$ cat src/rtl/mux_rr_n.sv
// N-channel W-bit stream multiplexer with valid/ready handshakes and a registered output.
// Selects by a fixed index (mode=0) or by round-robin starting after the last served channel (mode=1).
module mux_rr_n #(
  parameter  int N    = 4,
  parameter  int W    = 8,
  localparam int SELW = $clog2(N)
) (
  input  logic              clk,
  input  logic              rst,
  input  logic              mode,
  input  logic [SELW-1:0]   s,
  input  logic [N-1:0]      in_valid,
  input  logic [N*W-1:0]    in_data,
  output logic [N-1:0]      in_ready,
  output logic              out_valid,
  output logic [W-1:0]      out_data,
  output logic [SELW-1:0]   out_ch,
  input  logic              out_ready
);

  logic [W-1:0]    ch_data [N];
  logic [SELW-1:0] ptr_q, ptr_d;
  logic            out_valid_q, out_valid_d;
  logic [W-1:0]    out_data_q, out_data_d;
  logic [SELW-1:0] out_ch_q, out_ch_d;

  logic            load_en;
  logic            gnt_valid;
  logic [SELW-1:0] gnt_idx;
  logic [SELW-1:0] scan;
  logic            xfer;

  generate
    for (genvar gi = 0; gi < N; gi++) begin : g_unpack
      assign ch_data[gi] = in_data[gi*W +: W];
    end
  endgenerate

  // Round-robin scan walks ptr+1, ptr+2, ... with an explicit wrap so non-power-of-two N works.
  always_comb begin
    gnt_valid = 1'b0;
    gnt_idx   = '0;
    scan      = ptr_q;
    if (!mode) begin
      if (int'(s) < N) begin
        if (in_valid[s]) begin
          gnt_valid = 1'b1;
          gnt_idx   = s;
        end
      end
    end else begin
      for (int k = 0; k < N; k++) begin
        scan = (scan == SELW'(N - 1)) ? '0 : scan + SELW'(1);
        if (!gnt_valid && in_valid[scan]) begin
          gnt_valid = 1'b1;
          gnt_idx   = scan;
        end
      end
    end
  end

  assign load_en  = !out_valid_q | out_ready;
  assign in_ready = (load_en && gnt_valid && !rst) ? (N'(1) << gnt_idx) : '0;
  assign xfer     = |in_ready;

  always_comb begin
    ptr_d       = ptr_q;
    out_valid_d = out_valid_q;
    out_data_d  = out_data_q;
    out_ch_d    = out_ch_q;
    if (xfer) begin
      out_valid_d = 1'b1;
      out_data_d  = ch_data[gnt_idx];
      out_ch_d    = gnt_idx;
      ptr_d       = gnt_idx;
    end else if (out_valid_q && out_ready) begin
      out_valid_d = 1'b0;
    end
  end

  always_ff @(posedge clk) begin
    if (rst) begin
      ptr_q       <= SELW'(N - 1);
      out_valid_q <= 1'b0;
      out_data_q  <= '0;
      out_ch_q    <= '0;
    end else begin
      ptr_q       <= ptr_d;
      out_valid_q <= out_valid_d;
      out_data_q  <= out_data_d;
      out_ch_q    <= out_ch_d;
    end
  end

  assign out_valid = out_valid_q;
  assign out_data  = out_data_q;
  assign out_ch    = out_ch_q;

endmodule

$ cat config.mk
export PLATFORM = sky130hd
export DESIGN_NAME = mux_rr_n
export DESIGN_NICKNAME = d
export VERILOG_FILES = /design/src/rtl/mux_rr_n.sv
export SDC_FILE = /design/constraint.sdc
export NUM_CORES = 1
export LEC_CHECK = 0
export ABC_CLOCK_PERIOD_IN_PS = 3300
export CAP_MARGIN = 15
export CORE_ASPECT_RATIO = 1.25
export CORE_MARGIN = 4
export CORE_UTILIZATION = 33
export CTS_CLUSTER_SIZE = 24
export DETAILED_ROUTE_END_ITERATION = 16
export HOLD_SLACK_MARGIN = 0.05
export PLACE_DENSITY = 0.67
export SETUP_SLACK_MARGIN = 0.02
export SYNTH_ARGS = -nofsm -noshare
export SYNTH_HDL_FRONTEND = slang
export SYNTH_SLANG_ARGS = --single-unit
$ cat constraint.sdc
create_clock -name clk -period 3.3 [get_ports clk]
set_clock_uncertainty 0.05 [all_clocks]
set_input_delay 0.33 -clock clk [delete_from_list [all_inputs] [get_ports clk]]
set_output_delay 0.33 -clock clk [all_outputs]
set_load 0.05 [all_outputs]
Word-level counts from Yosys, hierarchy flattened. Cells that the tools add are included.

Equal/unequal tests: 4. Multiplexer cells: 35. Divide/modulo/power cells: 0. Add/sub/neg operators: 4. Bitwise gates (word level): 2. Multipliers: 0. Reductions and logical operators: 13. Shifts and indexed selects: 1. $lt $le $gt $ge: 6.

Operators by type and width (number): 2-bit two-way mux (10); 8-bit binary-select mux with 2-bit select (1); 1-bit two-way mux (16); 8-bit two-way mux (2); 2-bit by 3-bit < comparator with 1-bit output (second input constant) (5); 1-bit binary-select mux with 2-bit select (5); 2-bit by 1-bit adder with 2-bit output (second input constant) (4); 2-bit equality test (second input constant) (4); 1-bit logical AND (6); 1-bit logical NOT (5); 4-bit two-way mux (1); 4-bit OR reduction (1); 1-bit by 2-bit << shifter with 4-bit output (first input constant) (1); 3-bit greater-or-equal comparator (second input constant) (1); 2-bit NOT with 3-bit output (1); 2-bit nonzero test (1); 1-bit OR (1).

Output and inout bits: 15. Memory bits (read-only): 0. Input port bits: 42. Latch bits: 0. Bits in writable memories: 0. Register bits: 13. Memories: 0.

Longest topological paths before layout. Gate-level depths: netlist (run 1).

Word-level depth: 23. Mapped depth: 11. Depth with buffers taken out: 8.

Worst setup path after synthesis (run 1). Ideal clock, no wire load.

Kind: flip-flop to output port. From: register ptr_q[0]. To: output in_ready[0]. Data required time: 2.920 ns. Stages on the path, launching flop included: 11. Slack: -0.279 ns. Arrival time: 3.199 ns. Path through: dfxtp_1 -> ha_1 -> xor2_1 -> o31ai_2 -> a221oi_1 -> o2bb2ai_2 -> and2_4 -> buf_12 -> buf_8 -> inv_1 -> nor3_1.

Word-level cells in the longest chain between the ends: 21. Elaborated cells between the ends (all ways): 43. Classes of those cells: 4 x add/sub; 4 x eq/ne; 1 x shift; 26 x mux; 8 x reduce/logical.

RTL lines: from (decl) (line 22) `logic [SELW-1:0] ptr_q, ptr_d;`; from (signal assigned) (line 83) `ptr_q <= SELW'(N - 1);`; from (signal assigned) (line 88) `ptr_q <= ptr_d;`; 2-bit by 1-bit adder with 2-bit output / 2-bit equality test (equally long branches) (line 53) `scan = (scan == SELW'(N - 1)) ? '0 : scan + SELW'(1);`; 2-bit two-way mux * (line 53); parallel branches: the longest is 18 deep, another holds 2-bit by 1-bit adder with 2-bit output; 4-bit two-way mux * (line 63) `assign in_ready = (load_en && gnt_valid && !rst) ? (N'(1) << gnt_idx) : '0;`; to (decl) (line 14) `output logic [N-1:0] in_ready,`.

Every way passes the cells marked *. The select of a mux whose other input is x is not followed.

Worst setup path in the final report (run 1). Same ends and word-level chain as after synthesis.

==> out/metrics.sh, run 1 <==
STATUS='finished clean'
CP-START-KIND='register'
WORST-SLEW-PIN-TRANSITION_NS=0.529
NUM_ANTENNA_CELLS=0
PLACED_CELLS_INCL_TAPS=239
FIRST_GLOBAL_VIAS=1446
SYNTH_AREA_PER_CELL_UM2=8.45
I_O_PIN_CNT=57
LAYOUT.NETS=251
FINAL-MAX-SLEW-VIOLATION-COUNT=0
DOMINANTREGCELLSYNTH='sky130_fd_sc_hd__dfxtp_1'
AREA_OF_COMBINATIONAL_CELLS_WITH_MULTIPLE_INPUTS_UM2=862
PRE_CTS_SLACK_NS=0.0538
CLOCK_PATH_BUFFERS=2
DETAIL_ROUTE.ITER0.VIOLATIONS=131
CTSRESIZECOUNT=0
FINALCRITPERIODSHARE=0.925
MAXCAPVIOLATIONS=0
POST-SYNTH-TOP-AREA-CELL='sky130_fd_sc_hd__dfxtp_1'
NUMCTSBUFFERS=3
GRT_START_MAX_NET_PINS=16
CRITPATHARRIVALTIME_NS=2.67
SETUP_VIOLATIONS=0
REMAINING_DRC_ERRORS=0
HPWLAFTERDP_MM=3.00
FMAX_GHz=0.328
SYNTH_EDF_COUNT=0
INSERTION_DELAY_NS=0.25
GLOBALROUTEOVERFLOWTOTAL=0
SYNTHARSTFLOPSHARE=0
AREA.GROWTH.SYNTH_TO_FINAL_PCT=54.2
SYNTHESIS.AREA_MM2=0.00125
CRITICAL_PATH_PEAK_FANOUT=10
FINAL_AREA_MM2=0.00193
CRIT_CHAIN='ha_1, xor2_1, o31ai_2, a21oi_1, a21boi_4, and2_4, inv_1, nor3_2, buf_12'
DIE_X_UM=63.1
CTS_TREE='done'
DIE_AREA_MM2=0.00485
CORE_REGION_AREA_MM2=0.00357
WORST_SETUP_PATH_STARTPOINT='ptr_q[0]'
CLOCK_SINKS=13
TIMING.REG2REG.SETUP_SLACK_NS=0.65
LAYOUT.AREA.SEQ_UM2=260
POSTROUTEWIRELENGTH_MM=3.79
FINAL.FILL_COUNT=343
Y_DIMENSION_OF_THE_DIE_UM=76.8
POSTSYNTHCELLCOUNT=148
YOSYS.AREA.TOP_TYPE_SHARE=0.208
MIN-DELAY-PATH-CLASS='register to register'
CLK_PIN_SLEW_NS=0.06
LEAKAGE_nW=0.791
SYNTH.DISTINCT_CELLS=48
FINAL-INSTANCE-COUNT-EXCL-FILL=246
TIMING.MAX_SLEW.REL_SLACK=0.638
LAYOUT_MIN_CYCLE_TIME_NS=3.05
PORTBUFS=56
PLACEMENTROWS=24
SYNTH_SEQ_AREA_SHARE=0.208
CRITICAL_PATH.ENDPOINT_TYPE='output port'
CRIT_SLOWEST_CELL='sky130_fd_sc_hd__o31ai_2'
GRT_FIRST_PASS_WIRELENGTH_MM=6.51
DR_TOTAL_VIAS=1386
TNS_NS=0
ANTENNA_FOUND_INITIAL=0
MIN_PATH_CELLS=2
WORST-SETUP-PATH-TYPE='register to output port'
YS_FF_LATCH=13
NUMBER_OF_HOLD_BUFFERS_ADDED_AFTER_CTS=0
GLOBALROUTETOTALUTIL=0.162
WL_PER_CELL_UM=15.4
SYNTHESIS.NETS=191
FINALHOLDVIOLATIONS=0
WORST_PATH_REQUIRED_TIME_NS=2.92
WORST_SLACK_NS=0.248
FINAL_LAYOUT_SIZE_SUFFIX_GT1_FRAC=0.159
DETAILEDROUTE.FIRSTPASSITERATIONCOUNT=5
TOTALPOWERFINAL_uW=859
WHS_ENDPOINT='out_ch[1]'
MAX_STAGE_DELAY_NS=0.36
FINALCOREUTILIZATION=0.540
INITIAL_UTILIZATION=0.350
GP_ROUTABILITY_CONGESTION=0.808
POWER.DENSITY_mW_PER_MM2=445
POST_DRT_VIA_CELL_RATIO=5.63
IRDROPWORSTVDD_V=0.000224
CTSHTREEMAXLEVEL=1
GRT_SETUP_UNREPAIRED='no'
CLOCKROOTBUFFER='sky130_fd_sc_hd__clkbuf_8'
R2R_END='out_data[3]'
SYNTH_WARNINGS=0
FIN_WORST_HOLD_SLACK_NS=0.451
SYNTH_AREA_LEADERS='sky130_fd_sc_hd__dfxtp_1 21%, sky130_fd_sc_hd__mux2i_1 10%, sky130_fd_sc_hd__a2111oi_0 5.6%'
DETAIL-ROUTE-ANTENNA-NETS=0
BEGINNING_OF_THE_WORST_REGISTER_TO_REGISTER_PATH='ptr_q[1]'
WORST_R2R_PATH_DEPTH=9
HOLDCRITSTARTPOINT='out_ch[1]'
DPL-INSTANCE-AREA_MM2=0.00186
[layout by cell type, fill, tap and decap left out, types with 3 or more instances in the layout]
master / synthesis / final
sky130_fd_sc_hd__clkdlybuf4s50_1: 0 / 52
sky130_fd_sc_hd__mux2i_1: 13 / 13
sky130_fd_sc_hd__inv_1: 13 / 13
sky130_fd_sc_hd__dfxtp_1: 13 / 13
sky130_fd_sc_hd__nor2_1: 11 / 11
sky130_fd_sc_hd__buf_4: 0 / 11
sky130_fd_sc_hd__a2111oi_0: 8 / 8
sky130_fd_sc_hd__and2_1: 8 / 8
sky130_fd_sc_hd__a311oi_1: 8 / 8
sky130_fd_sc_hd__o21ai_1: 8 / 8
sky130_fd_sc_hd__nand2b_1: 6 / 6
sky130_fd_sc_hd__nor3_1: 7 / 5
sky130_fd_sc_hd__mux2_2: 3 / 3
sky130_fd_sc_hd__clkbuf_8: 0 / 3
sky130_fd_sc_hd__buf_12: 1 / 3
[routing by layer]
layer | vias to the layer above | share of wire | track usage
li1 | 675 | - | -
met1 | 637 | 0.40 | 0.176
met2 | 68 | 0.49 | 0.289
met3 | 6 | 0.090 | 0.0497
met4 | 0 | 0.016 | 0.0662
met5 | - | 0 | 0
[timing repair]
| action | 4_1_cts | 5_1_grt |
|---|---|---|
| setup buffers | 2 | 1 |
| endpoints found under the setup margin | 1 | 1 |
| pin swaps | 2 | 1 |
[flip-flops by register name (all words and copies together) (netlist names)]
register / flops
out_data: 8
ptr_q: 2
out_valid: 1
out_ch: 2
[cell type report]
class                   instances  area share
clock buffers                   3      0.0214
flip-flops and latches         13       0.135
clock inverters                 1     0.00259
multi-input cells             111       0.447
repair buffers                 66       0.344
inverters                      13      0.0253
well taps                      39      0.0253
[critical path, delay by kind of cell (launching register included)]
kind	cells	cell delay [ns]
xor+xnor	1	0.21
simple gates	2	0.51
buf+inv	2	0.25
flops	1	0.31
fa+ha+maj	1	0.32
compound gates	3	0.84
[worst max path at each step]
| stage | to | slack [ns] |
|---|---|---|
| 5_1_grt | in_ready[0] | 0.03 |
| 3_3_place_gp | in_ready[0] | 0.16 |
| 2_1_floorplan | in_ready[0] | 0.13 |
| 4_1_cts | in_ready[0] | 0.18 |
| 3_5_place_dp | in_ready[0] | 0.05 |
| 6_report | in_ready[0] | 0.25 |
[Yosys cell counts, types with 2 or more instances]
master                      instances
sky130_fd_sc_hd__nand2b_1           6
sky130_fd_sc_hd__o21bai_1           2
sky130_fd_sc_hd__o21ai_1            8
sky130_fd_sc_hd__nor3_1             7
sky130_fd_sc_hd__inv_1             13
sky130_fd_sc_hd__nor2_1            11
sky130_fd_sc_hd__a21oi_1            2
sky130_fd_sc_hd__dfxtp_1           13
sky130_fd_sc_hd__a311oi_1           8
sky130_fd_sc_hd__a22oi_1            2
sky130_fd_sc_hd__a32o_1             2
sky130_fd_sc_hd__mux2i_1           13
sky130_fd_sc_hd__nand3_1            2
sky130_fd_sc_hd__buf_6              2
sky130_fd_sc_hd__clkbuf_1           2
sky130_fd_sc_hd__buf_2              5
sky130_fd_sc_hd__nand2_1            2
sky130_fd_sc_hd__mux2_2             3
sky130_fd_sc_hd__and2_1             8
sky130_fd_sc_hd__a2111oi_0          8
sky130_fd_sc_hd__a211o_1            2
[power breakdown]
part | switching [mW] | internal (mW)
sequential | 0.0134 | 0.185
combinational | 0.290 | 0.227
clock | 0.0604 | 0.0835
total | 0.364 | 0.495
[cell families after synthesis]
logic type / after synthesis / share of synthesized area
AO/OA/AOI/OAI: 48 / 0.320
XOR/XNOR: 1 / 0.00700
adder cells (fa/ha/maj): 1 / 0.0100
buffers and inverters: 24 / 0.111
flip-flops: 13 / 0.208
multiplexers: 17 / 0.149
AND/OR/NAND/NOR: 44 / 0.195
Power figures use the tool's default switching activity.
==> run 2: changes to the inputs <==
--- a/config.mk
+++ b/config.mk
@@ -15,6 +15,7 @@
 export HOLD_SLACK_MARGIN = 0.05
 export PLACE_DENSITY = 0.67
 export SETUP_SLACK_MARGIN = 0.02
+export SKIP_LAST_GASP = 1
 export SYNTH_ARGS = -nofsm -noshare
 export SYNTH_HDL_FRONTEND = slang
 export SYNTH_SLANG_ARGS = --single-unit
==> results of run 2 <==
The final DEF is identical to that of run 1; final timing and power are the same.
==> run 3: changes to the inputs <==
--- a/config.mk
+++ b/config.mk
@@ -10,6 +10,7 @@
 export CORE_ASPECT_RATIO = 1.25
 export CORE_MARGIN = 4
 export CORE_UTILIZATION = 33
+export CTS_BUF_LIST = sky130_fd_sc_hd__clkbuf_4
 export CTS_CLUSTER_SIZE = 24
 export DETAILED_ROUTE_END_ITERATION = 16
 export HOLD_SLACK_MARGIN = 0.05
==> out/metrics.sh, run 3 (synthesized netlist as in run 1, its figures left out) <==
MAXCAPVIOLATIONS=0
WORST_PATH_REQUIRED_TIME_NS=2.92
STATUS='finished clean'
GP_ROUTABILITY_CONGESTION=0.808
LAYOUT.CELLS.MOST_COMMON='sky130_fd_sc_hd__clkdlybuf4s50_1'
GLOBALROUTEOVERFLOWTOTAL=0
CTSHTREEMAXLEVEL=1
GRT_FIRST_PASS_WIRELENGTH_MM=6.47
CRITICAL_PATH_PEAK_FANOUT=12
MAX_STAGE_DELAY_NS=0.59
POSTROUTEWIRELENGTH_MM=3.77
POWER.DENSITY_mW_PER_MM2=431
DETAIL_ROUTE.ITER0.VIOLATIONS=146
DR_TOTAL_VIAS=1386
TOTALPOWERFINAL_uW=833
DETAIL-ROUTE-ANTENNA-NETS=0
WORST-SETUP-PATH-TYPE='input pin to output port'
GRT_SETUP_UNREPAIRED='no'
CLOCK_PATH_BUFFERS=2
PORTBUFS=56
IRDROPWORSTVDD_V=0.000224
CP-START-KIND='input pin'
Y_DIMENSION_OF_THE_DIE_UM=76.8
SETUP_VIOLATIONS=0
CRIT_BUF_INV=3
CRIT_SLOWEST_CELL='sky130_fd_sc_hd__clkdlybuf4s50_1'
CTS_TREE='done'
MOST-COMMON-LAYOUT-CELLS='52 x sky130_fd_sc_hd__clkdlybuf4s50_1, 13 x sky130_fd_sc_hd__mux2i_1, 13 x sky130_fd_sc_hd__inv_1, 13 x sky130_fd_sc_hd__dfxtp_1'
FINAL-MAX-SLEW-VIOLATION-COUNT=0
LAYOUT.NETS=252
FINAL_AREA_MM2=0.00193
NUMCTSBUFFERS=3
GLOBALROUTETOTALUTIL=0.159
CTSRESIZECOUNT=0
MIN-DELAY-PATH-CLASS='register to register'
DIE_AREA_MM2=0.00485
DIE_X_UM=63.1
CRIT_CHAIN='clkdlybuf4s50_1, nand2b_1, mux4_2, o21bai_1, o2bb2ai_2, and2_4, buf_12, nor3_2, buf_4'
LEAKAGE_nW=0.793
TNS_NS=0
LARGEST_REG_FLOPS=8
WL_PER_CELL_UM=15.3
FMAX_GHz=0.321
CRITICAL_PATH.ENDPOINT_TYPE='output port'
INITIAL_UTILIZATION=0.350
NUM_ANTENNA_CELLS=0
POST_DRT_VIA_CELL_RATIO=5.61
FINAL_LAYOUT_SIZE_SUFFIX_GT1_FRAC=0.163
PLACEMENTROWS=24
AREA.GROWTH.SYNTH_TO_FINAL_PCT=54.3
ANTENNA_FOUND_INITIAL=0
DPL-INSTANCE-AREA_MM2=0.00186
CLOCKROOTBUFFER='sky130_fd_sc_hd__clkbuf_4'
FINALCRITPERIODSHARE=0.944
FIRST_GLOBAL_VIAS=1444
WORST-SLEW-PIN-TRANSITION_NS=0.515
CORE_REGION_AREA_MM2=0.00357
REMAINING_DRC_ERRORS=0
LAYOUT_MIN_CYCLE_TIME_NS=3.11
HPWLAFTERDP_MM=3.00
TIMING.MAX_SLEW.REL_SLACK=0.648
DETAILEDROUTE.FIRSTPASSITERATIONCOUNT=4
CLK_PIN_SLEW_NS=0.09
CPLARGESTDELAYFAMILY='buffers and inverters'
CLOCK_SINKS=13
INSERTION_DELAY_NS=0.28
CRITPATHARRIVALTIME_NS=2.73
GRT_START_MAX_NET_PINS=16
FINALHOLDVIOLATIONS=0
I_O_PIN_CNT=57
-- run 3: final timing paths --
check,startpoint,end,slack [ns],cells after the start
max,in_valid[3],in_ready[2],0.19,9
min,out_ch[1],out_ch[1],0.45,2
max reg2reg,ptr_q[1],out_data[5],0.61,10
min reg2reg,out_ch[1],out_ch[1],0.45,2
-- run 3: per-stage QoR --
step                utilization  setup slack, ns  hold WS, ns  instances
floorplan                     -            0.129        0.352        148
global placement          0.521            0.163        0.440        239
detailed placement        0.521           0.0538        0.439        239
CTS                       0.538           0.0996        0.457        246
global route              0.540           0.0244        0.484        247
finish                    0.540            0.186        0.455        247
-- run 3: what timing repair did --
action,in CTS,in global routing
setup endpoints to repair,2,4
endpoints found under the hold margin,0,0
cloned,0,0
pin swaps,2,1
setup buffers,3,1
hold buffers,0,0
-- run 3: cell type report --
cell class | count | area [µm²]
clock buffers | 3 | 22.5
inverters | 13 | 48.8
flip-flops and latches | 13 | 260
fillers | 348 | 1640
multi-input cells | 111 | 862
clock inverters | 1 | 5.00
repair buffers | 67 | 683
well taps | 39 | 48.8
-- run 3: metal layers --
metal / global-route usage / share of wire
met1: 0.177 / 0.41
met2: 0.289 / 0.49
met5: 0 / 0
met3: 0.0453 / 0.082
met4: 0.0464 / 0.015
-- run 3: worst register-to-register path: cells and delay by family (launching register included) --
family / cells / cell delay [ns]
AO/OA/AOI/OAI: 4 / 0.72
adder cells (fa/ha/maj): 1 / 0.30
buffers and inverters: 3 / 0.48
flip-flops: 1 / 0.32
multiplexers: 1 / 0.53
AND/OR/NAND/NOR: 1 / 0.19
-- run 3: power by group --
group          leakage, nW  internal (mW)  total (mW)  switching (mW)
combinational        0.668          0.241       0.535           0.294
sequential           0.108          0.185       0.198          0.0134
clock               0.0177         0.0449       0.100          0.0550
